**config.mk**
```make
export PLATFORM = sky130hd
export DESIGN_NAME = affine_interp_ctrl_8
export DESIGN_NICKNAME = d
export VERILOG_FILES = /design/src/rtl/interp_pkg.sv /design/src/rtl/interp_round_sat.sv /design/src/rtl/affine_interp_ctrl_8.sv
export SDC_FILE = /design/constraint.sdc
export NUM_CORES = 1
export LEC_CHECK = 0
export CAP_MARGIN = 0
export CORE_UTILIZATION = 50
export CTS_CLUSTER_DIAMETER = 60
export DETAILED_ROUTE_END_ITERATION = 16
export PLACE_DENSITY = 0.81
export REMOVE_ABC_BUFFERS = 1
export SETUP_SLACK_MARGIN = 0.2
export SYNTH_ARGS = -nofsm -noshare
export SYNTH_HDL_FRONTEND = slang
export SYNTH_SLANG_ARGS = --single-unit
```
**constraint.sdc**
```tcl
create_clock -name clk -period 2.7 [get_ports clk]
set_input_delay 0.54 -clock clk [delete_from_list [all_inputs] [get_ports clk]]
set_output_delay 0.54 -clock clk [all_outputs]
set_load 0.03 [all_outputs]
```
**src/rtl/interp_pkg.sv**
```systemverilog
// Shared types and constants for the affine interpolation controller.
package interp_pkg;

    localparam int TAPS       = 8;
    localparam int FRAC_BITS  = 4;
    localparam int COEF_SHIFT = 6;
    localparam int ROUND      = 32;

    localparam logic signed [7:0] SAT_MIN = 8'sh80;
    localparam logic signed [7:0] SAT_MAX = 8'sh7F;

    typedef enum logic [2:0] {
        ST_IDLE,
        ST_PRIME,
        ST_RUN,
        ST_FLUSH,
        ST_DONE
    } state_t;

endpackage

```
**src/rtl/interp_round_sat.sv**
```systemverilog
// Rounds the filter sum back to sample scale and saturates it to 8 bits.
module interp_round_sat
    import interp_pkg::*;
#(
    parameter int SUM_W = 18
) (
    input  logic signed [SUM_W-1:0] sum,
    output logic signed [7:0]       y
);

    logic signed [SUM_W:0] rounded;
    logic signed [SUM_W:0] shifted;

    always_comb begin
        rounded = {sum[SUM_W-1], sum} + (SUM_W+1)'(ROUND);
        shifted = rounded >>> COEF_SHIFT;
        // In range when every bit above bit 7 repeats the 8-bit sign.
        if (shifted[SUM_W:7] == {(SUM_W-6){shifted[7]}}) begin
            y = shifted[7:0];
        end else if (shifted[SUM_W]) begin
            y = SAT_MIN;
        end else begin
            y = SAT_MAX;
        end
    end

endmodule

```
**src/rtl/affine_interp_ctrl_8.sv**
```systemverilog
// Row controller for an 8-tap interpolator: primes the window, streams one
// output per accepted sample, then flushes with right-edge padding.
//
// state | meaning
// IDLE  | waiting for start
// PRIME | loading s0..s4 into the window
// RUN   | one advance per accepted sample
// FLUSH | all samples consumed, advancing on the padded window
// DONE  | one-cycle done pulse
module affine_interp_ctrl_8
    import interp_pkg::*;
#(
    parameter int ROW_MAX = 64,
    parameter int SUM_W   = 18
) (
    input  logic                    clk,
    input  logic                    rst,
    input  logic                    start,
    input  logic [6:0]              row_len,
    input  logic [3:0]              phase,
    input  logic                    in_valid,
    output logic                    in_ready,
    input  logic signed [7:0]       in_data,
    output logic signed [7:0]       win_x0,
    output logic signed [7:0]       win_x1,
    output logic signed [7:0]       win_x2,
    output logic signed [7:0]       win_x3,
    output logic signed [7:0]       win_x4,
    output logic signed [7:0]       win_x5,
    output logic signed [7:0]       win_x6,
    output logic signed [7:0]       win_x7,
    output logic [3:0]              win_phase,
    input  logic signed [SUM_W-1:0] filt_sum,
    output logic                    out_valid,
    input  logic                    out_ready,
    output logic signed [7:0]       out_data,
    output logic                    busy,
    output logic                    done
);

    localparam int CNT_W = $clog2(ROW_MAX + 1);

    state_t                 state_q, state_d;
    logic signed [7:0]      win_q [TAPS];
    logic signed [7:0]      win_d [TAPS];
    logic [CNT_W-1:0]       in_cnt_q, in_cnt_d;
    logic [CNT_W-1:0]       out_cnt_q, out_cnt_d;
    logic [CNT_W-1:0]       row_len_q, row_len_d;
    logic [FRAC_BITS-1:0]   phase_q, phase_d;
    logic                   out_valid_q, out_valid_d;
    logic signed [7:0]      out_data_q, out_data_d;
    logic                   slot_free;
    logic                   advance;
    logic signed [7:0]      rs_y;

    interp_round_sat #(.SUM_W(SUM_W)) u_round_sat (
        .sum (filt_sum),
        .y   (rs_y)
    );

    always_comb begin
        state_d     = state_q;
        win_d       = win_q;
        in_cnt_d    = in_cnt_q;
        out_cnt_d   = out_cnt_q;
        row_len_d   = row_len_q;
        phase_d     = phase_q;
        out_valid_d = out_valid_q;
        out_data_d  = out_data_q;
        in_ready    = 1'b0;
        advance     = 1'b0;
        slot_free   = !out_valid_q || out_ready;

        if (out_valid_q && out_ready) begin
            out_valid_d = 1'b0;
        end

        case (state_q)
            ST_IDLE: begin
                if (start) begin
                    row_len_d = row_len;
                    phase_d   = phase;
                    in_cnt_d  = '0;
                    out_cnt_d = '0;
                    state_d   = ST_PRIME;
                end
            end
            ST_PRIME: begin
                in_ready = 1'b1;
                if (in_valid) begin
                    in_cnt_d = in_cnt_q + CNT_W'(1);
                    case (in_cnt_q)
                        CNT_W'(0): begin
                            for (int i = 0; i < 4; i++) win_d[i] = in_data;
                        end
                        CNT_W'(1): win_d[4] = in_data;
                        CNT_W'(2): win_d[5] = in_data;
                        CNT_W'(3): win_d[6] = in_data;
                        default: begin
                            win_d[7] = in_data;
                            state_d  = ST_RUN;
                        end
                    endcase
                end
            end
            ST_RUN: begin
                in_ready = slot_free;
                if (in_valid && slot_free) begin
                    advance  = 1'b1;
                    in_cnt_d = in_cnt_q + CNT_W'(1);
                    if (in_cnt_q == row_len_q - CNT_W'(1)) begin
                        state_d = ST_FLUSH;
                    end
                end
            end
            ST_FLUSH: begin
                if (out_cnt_q == row_len_q) begin
                    if (slot_free) state_d = ST_DONE;
                end else if (slot_free) begin
                    advance = 1'b1;
                end
            end
            ST_DONE:  state_d = ST_IDLE;
            default:  state_d = ST_IDLE;
        endcase

        // The window shown this cycle is the one for the output being registered.
        if (advance) begin
            out_valid_d = 1'b1;
            out_data_d  = (phase_q == '0) ? win_q[3] : rs_y;
            out_cnt_d   = out_cnt_q + CNT_W'(1);
            for (int i = 0; i < TAPS-1; i++) win_d[i] = win_q[i+1];
            win_d[TAPS-1] = (state_q == ST_RUN) ? in_data : win_q[TAPS-1];
        end
    end

    always_ff @(posedge clk) begin
        if (rst) begin
            state_q     <= ST_IDLE;
            win_q       <= '{default: '0};
            in_cnt_q    <= '0;
            out_cnt_q   <= '0;
            row_len_q   <= '0;
            phase_q     <= '0;
            out_valid_q <= 1'b0;
            out_data_q  <= '0;
        end else begin
            state_q     <= state_d;
            win_q       <= win_d;
            in_cnt_q    <= in_cnt_d;
            out_cnt_q   <= out_cnt_d;
            row_len_q   <= row_len_d;
            phase_q     <= phase_d;
            out_valid_q <= out_valid_d;
            out_data_q  <= out_data_d;
        end
    end

    assign win_x0    = win_q[0];
    assign win_x1    = win_q[1];
    assign win_x2    = win_q[2];
    assign win_x3    = win_q[3];
    assign win_x4    = win_q[4];
    assign win_x5    = win_q[5];
    assign win_x6    = win_q[6];
    assign win_x7    = win_q[7];
    assign win_phase = phase_q;
    assign out_valid = out_valid_q;
    assign out_data  = out_data_q;
    assign busy      = (state_q != ST_IDLE);
    assign done      = (state_q == ST_DONE);

endmodule

```
==> summary.md <==
| Metric | Value |
|---|---|
| Cell variety after synth | `46` |
| Post-DP HPWL | `9.82 mm` |
| Setup Slack @ Placement | `-0.419 ns` |
| Residual DRC | `0` |
| Worst VDD drop | `0.000499 V` |
| Synthesized flop and latch total | `101` |
| Final period utilization | `87.7%` |
| Final antenna-violating net count | `0` |
| Initial Util | `51.4%` |
| CP delay by family, top | `simple AND/OR/NAND/NOR gates` |
| Worst r2r path cells | `7` |
| Slowest-stage cell, CP | `or4_4` |
| Largest net degree at the start of global routing | `55` |
| Wire per inst | `14.8 um` |
| Setup bufs post-CTS | `0` |
| Final Hold Viols | `0` |
| Kind of critical path | `reg -> reg` |
| Static Leak | `0.00259 uW` |
| Worst r2r dst | `win_x5[5]` |
| Finished Cell Area | `0.00668 mm2` |
| Cell taking the most area after synthesis | `dfxtp_1` |
| Clock tree buffer depth | `2` |
| Critical Path End Type | `register` |
| Layout area overhead | `33.6%` |
| Buf+Inv Stages, Crit Path | `1` |
| Final min period | `2.37 ns` |
| MaxCap Viol Count | `0` |
| # port buffers | `116` |
| Synth top cells by count | `113 x nor2_1, 101 x dfxtp_1, 81 x a21oi_1` |
| Initial antenna violation count | `0` |
| Post-synthesis cell count | `647` |
| First-pass GRT wire length | `21.0 mm` |
| Yosys top cell area share | `40.5%` |
| Clock Sinks | `101` |
| Chip Height | `102 um` |
| DR iter-0 viols | `204` |
| Gr usage total | `25.5%` |
| Fraction of layout cells with a size suffix above 1 | `7.56%` |
| EDFF count, synth | `0` |
| Finished Layout Cells | `900` |
| Post-route setup TNS | `0 ns` |
| Grt ovf | `0` |
| Hold Crit Start | `win_x6[2]` |
| Drt first pass iters | `5` |
| Avg Inst Size Synth | `7.73 um2` |
| Ranking of synthesized cells by area | `dfxtp_1 40%, nor2_1 8.5%, a21oi_1 8.1%` |
| # IOs | `122` |
| Worst path required time | `2.97 ns` |
| Crit path cell chain | `or4_4, nor4_4, buf_4, nand2_1, nor2_1, a21oi_1, a211oi_1` |
| Final WL | `13.4 mm` |
| Row count | `36` |
| Flop2flop setup slack | `0.33 ns` |
| Layout net count | `811` |
| Die Area | `0.0104 mm2` |
| Post-layout util | `68.6%` |
| CTS tree | `built` |
| CTS root buffer | `clkbuf_8` |
| Levels on crit path | `7` |
| Cell Area, Placed | `0.00644 mm2` |
| Vias per cell | `5.59` |
| # diodes | `0` |
| H-tree levels | `3` |
| Asr flop ratio synth | `0%` |
| GPL Wtd Cong | `0.797` |
| Setup violations, final | `0` |
| Startpoint Class | `register` |
| Worst relative slew slack | `62.1%` |
| Hold Path Cell Cnt | `2` |
| Via count | `5027` |
| Crit path arrival time | `2.64 ns` |
| Synth Flop Type | `dfxtp_1` |
| RSZ-0062 raised after global routing | `yes` |
| Most frequent cell after synthesis | `nor2_1` |
| Clock-pin slew on the worst setup and hold paths | `0.09 ns` |
| Clk Latency, worst-skew pair | `0.37 ns` |
| Max-slew violation count | `0` |
| Fill count | `795` |
| Yosys warns | `0` |
| Sequential area share after synthesis | `40.5%` |
| Dpl cells | `884` |
| Class of the worst hold path | `reg -> reg` |
| Worst-Margin Slew | `0.567 ns` |
| Synthesized area | `0.00500 mm2` |
| Fmax | `0.422 GHz` |
| Core area | `0.00973 mm2` |
| Final WS setup | `0.333 ns` |
| Die X-Extent | `102 um` |
| PD cells | `771 mW/mm2` |
| Worst clock skew | `0.0123 ns` |
| Status | `complete, no violations` |
| Vias in the first global route | `4558` |
| Largest stage delay, worst path | `0.59 ns` |
| CTS Buf Count | `9` |
| RR Startpoint | `in_cnt_q[3]` |
| Destination of the worst hold path | `win_x6[2]` |
| CP Max Fanout | `15` |
-- through the flow --
step	total power (uW)	hold WS (ns)
CTS	5120	0.478
detailed placement	4150	0.465
global placement	4070	0.465
finish	5150	0.478
floorplan	3250	0.467
global route	5430	0.498
-- cell families after synthesis --
group / Yosys count / share of synthesized area, %
simple gates: 274 / 24.8
compound gates: 152 / 18.3
flops: 101 / 40.5
buf+inv: 61 / 5.01
xor+xnor: 30 / 5.26
mux: 22 / 4.41
fa+ha+maj: 7 / 1.75
-- per-layer routing --
layer,track usage [%],part of all wire (%),vias up
met5,0,0,-
li1,-,-,2475
met4,9.45,2.9,0
met3,5.20,4.2,38
met2,45.8,51,159
met1,30.0,42,2355
-- final cells by class --
type | instances | area, um2 | area share (%)
flip-flops and latches | 101 | 2020 | 30.3
repair buffers | 145 | 1440 | 21.5
clock inverters | 5 | 60.1 | 0.899
well taps | 133 | 166 | 2.49
multi-input cells | 485 | 2780 | 41.6
clock buffers | 11 | 141 | 2.12
inverters | 20 | 75.1 | 1.12
-- report_power, final --
group          leakage (uW)  switching, uW  internal, uW  total (uW)
clock network     0.0000995            526           456         982
logic               0.00167           1300           923        2230
registers          0.000819            220          1720        1940
total               0.00259           2050          3100        5150
-- worst reg2reg max path, stage by stage, from the launching register on --
cell and delay [ns]:
dfxtp_1 0.38, or4_4 0.59, nor4_4 0.25, buf_4 0.18
nand2_1 0.33, nor2_1 0.21, a21oi_1 0.07, a211oi_1 0.27
-- worst max-delay path by stage --
stage / slack, ns / end / startpoint
6_report: 0.33 / win_x5[5] / in_cnt_q[3]
5_1_grt: 0.19 / win_x1[4] / in_cnt_q[3]
4_1_cts: 0.21 / win_x0[4] / in_valid
3_5_place_dp: -0.42 / win_x6[7] / in_valid
3_3_place_gp: -0.33 / win_x3[4] / in_valid
2_1_floorplan: -0.54 / win_x0[3] / in_valid
-- flip-flops by register name, indices dropped and copies added, names as in the netlist, 3 cells and up --
| signal | flops |
|---|---|
| win_x3 | 8 |
| win_x7 | 8 |
| win_x2 | 8 |
| win_x5 | 8 |
| state_q | 3 |
| win_x4 | 8 |
| out_data | 8 |
| in_cnt_q | 7 |
| win_x0 | 8 |
| win_phase | 4 |
| out_cnt_q | 7 |
| win_x6 | 8 |
| win_x1 | 8 |
| row_len_q | 7 |
-- cell usage in the layout, fill, tap and decap left out, drive strengths merged, types with 7 or more instances in the layout --
cell | Yosys | final
clkdlybuf4s50 | 0 | 113
nor2 | 113 | 113
dfxtp | 101 | 101
a21oi | 81 | 81
nand2 | 65 | 65
nor3 | 40 | 40
buf | 13 | 31
mux2i | 22 | 22
a211oi | 21 | 21
inv | 20 | 20
xor2 | 19 | 19
o21ai | 18 | 18
nand3 | 13 | 13
xnor2 | 11 | 11
clkbuf | 28 | 11
a22oi | 9 | 9
a31oi | 8 | 8
ha | 7 | 7
-- what timing repair did --
action	CTS	global route
hold buffers	0	0
endpoints found under the setup margin	58	56
resized for setup	3	4
Power figures use the tool's default switching activity.
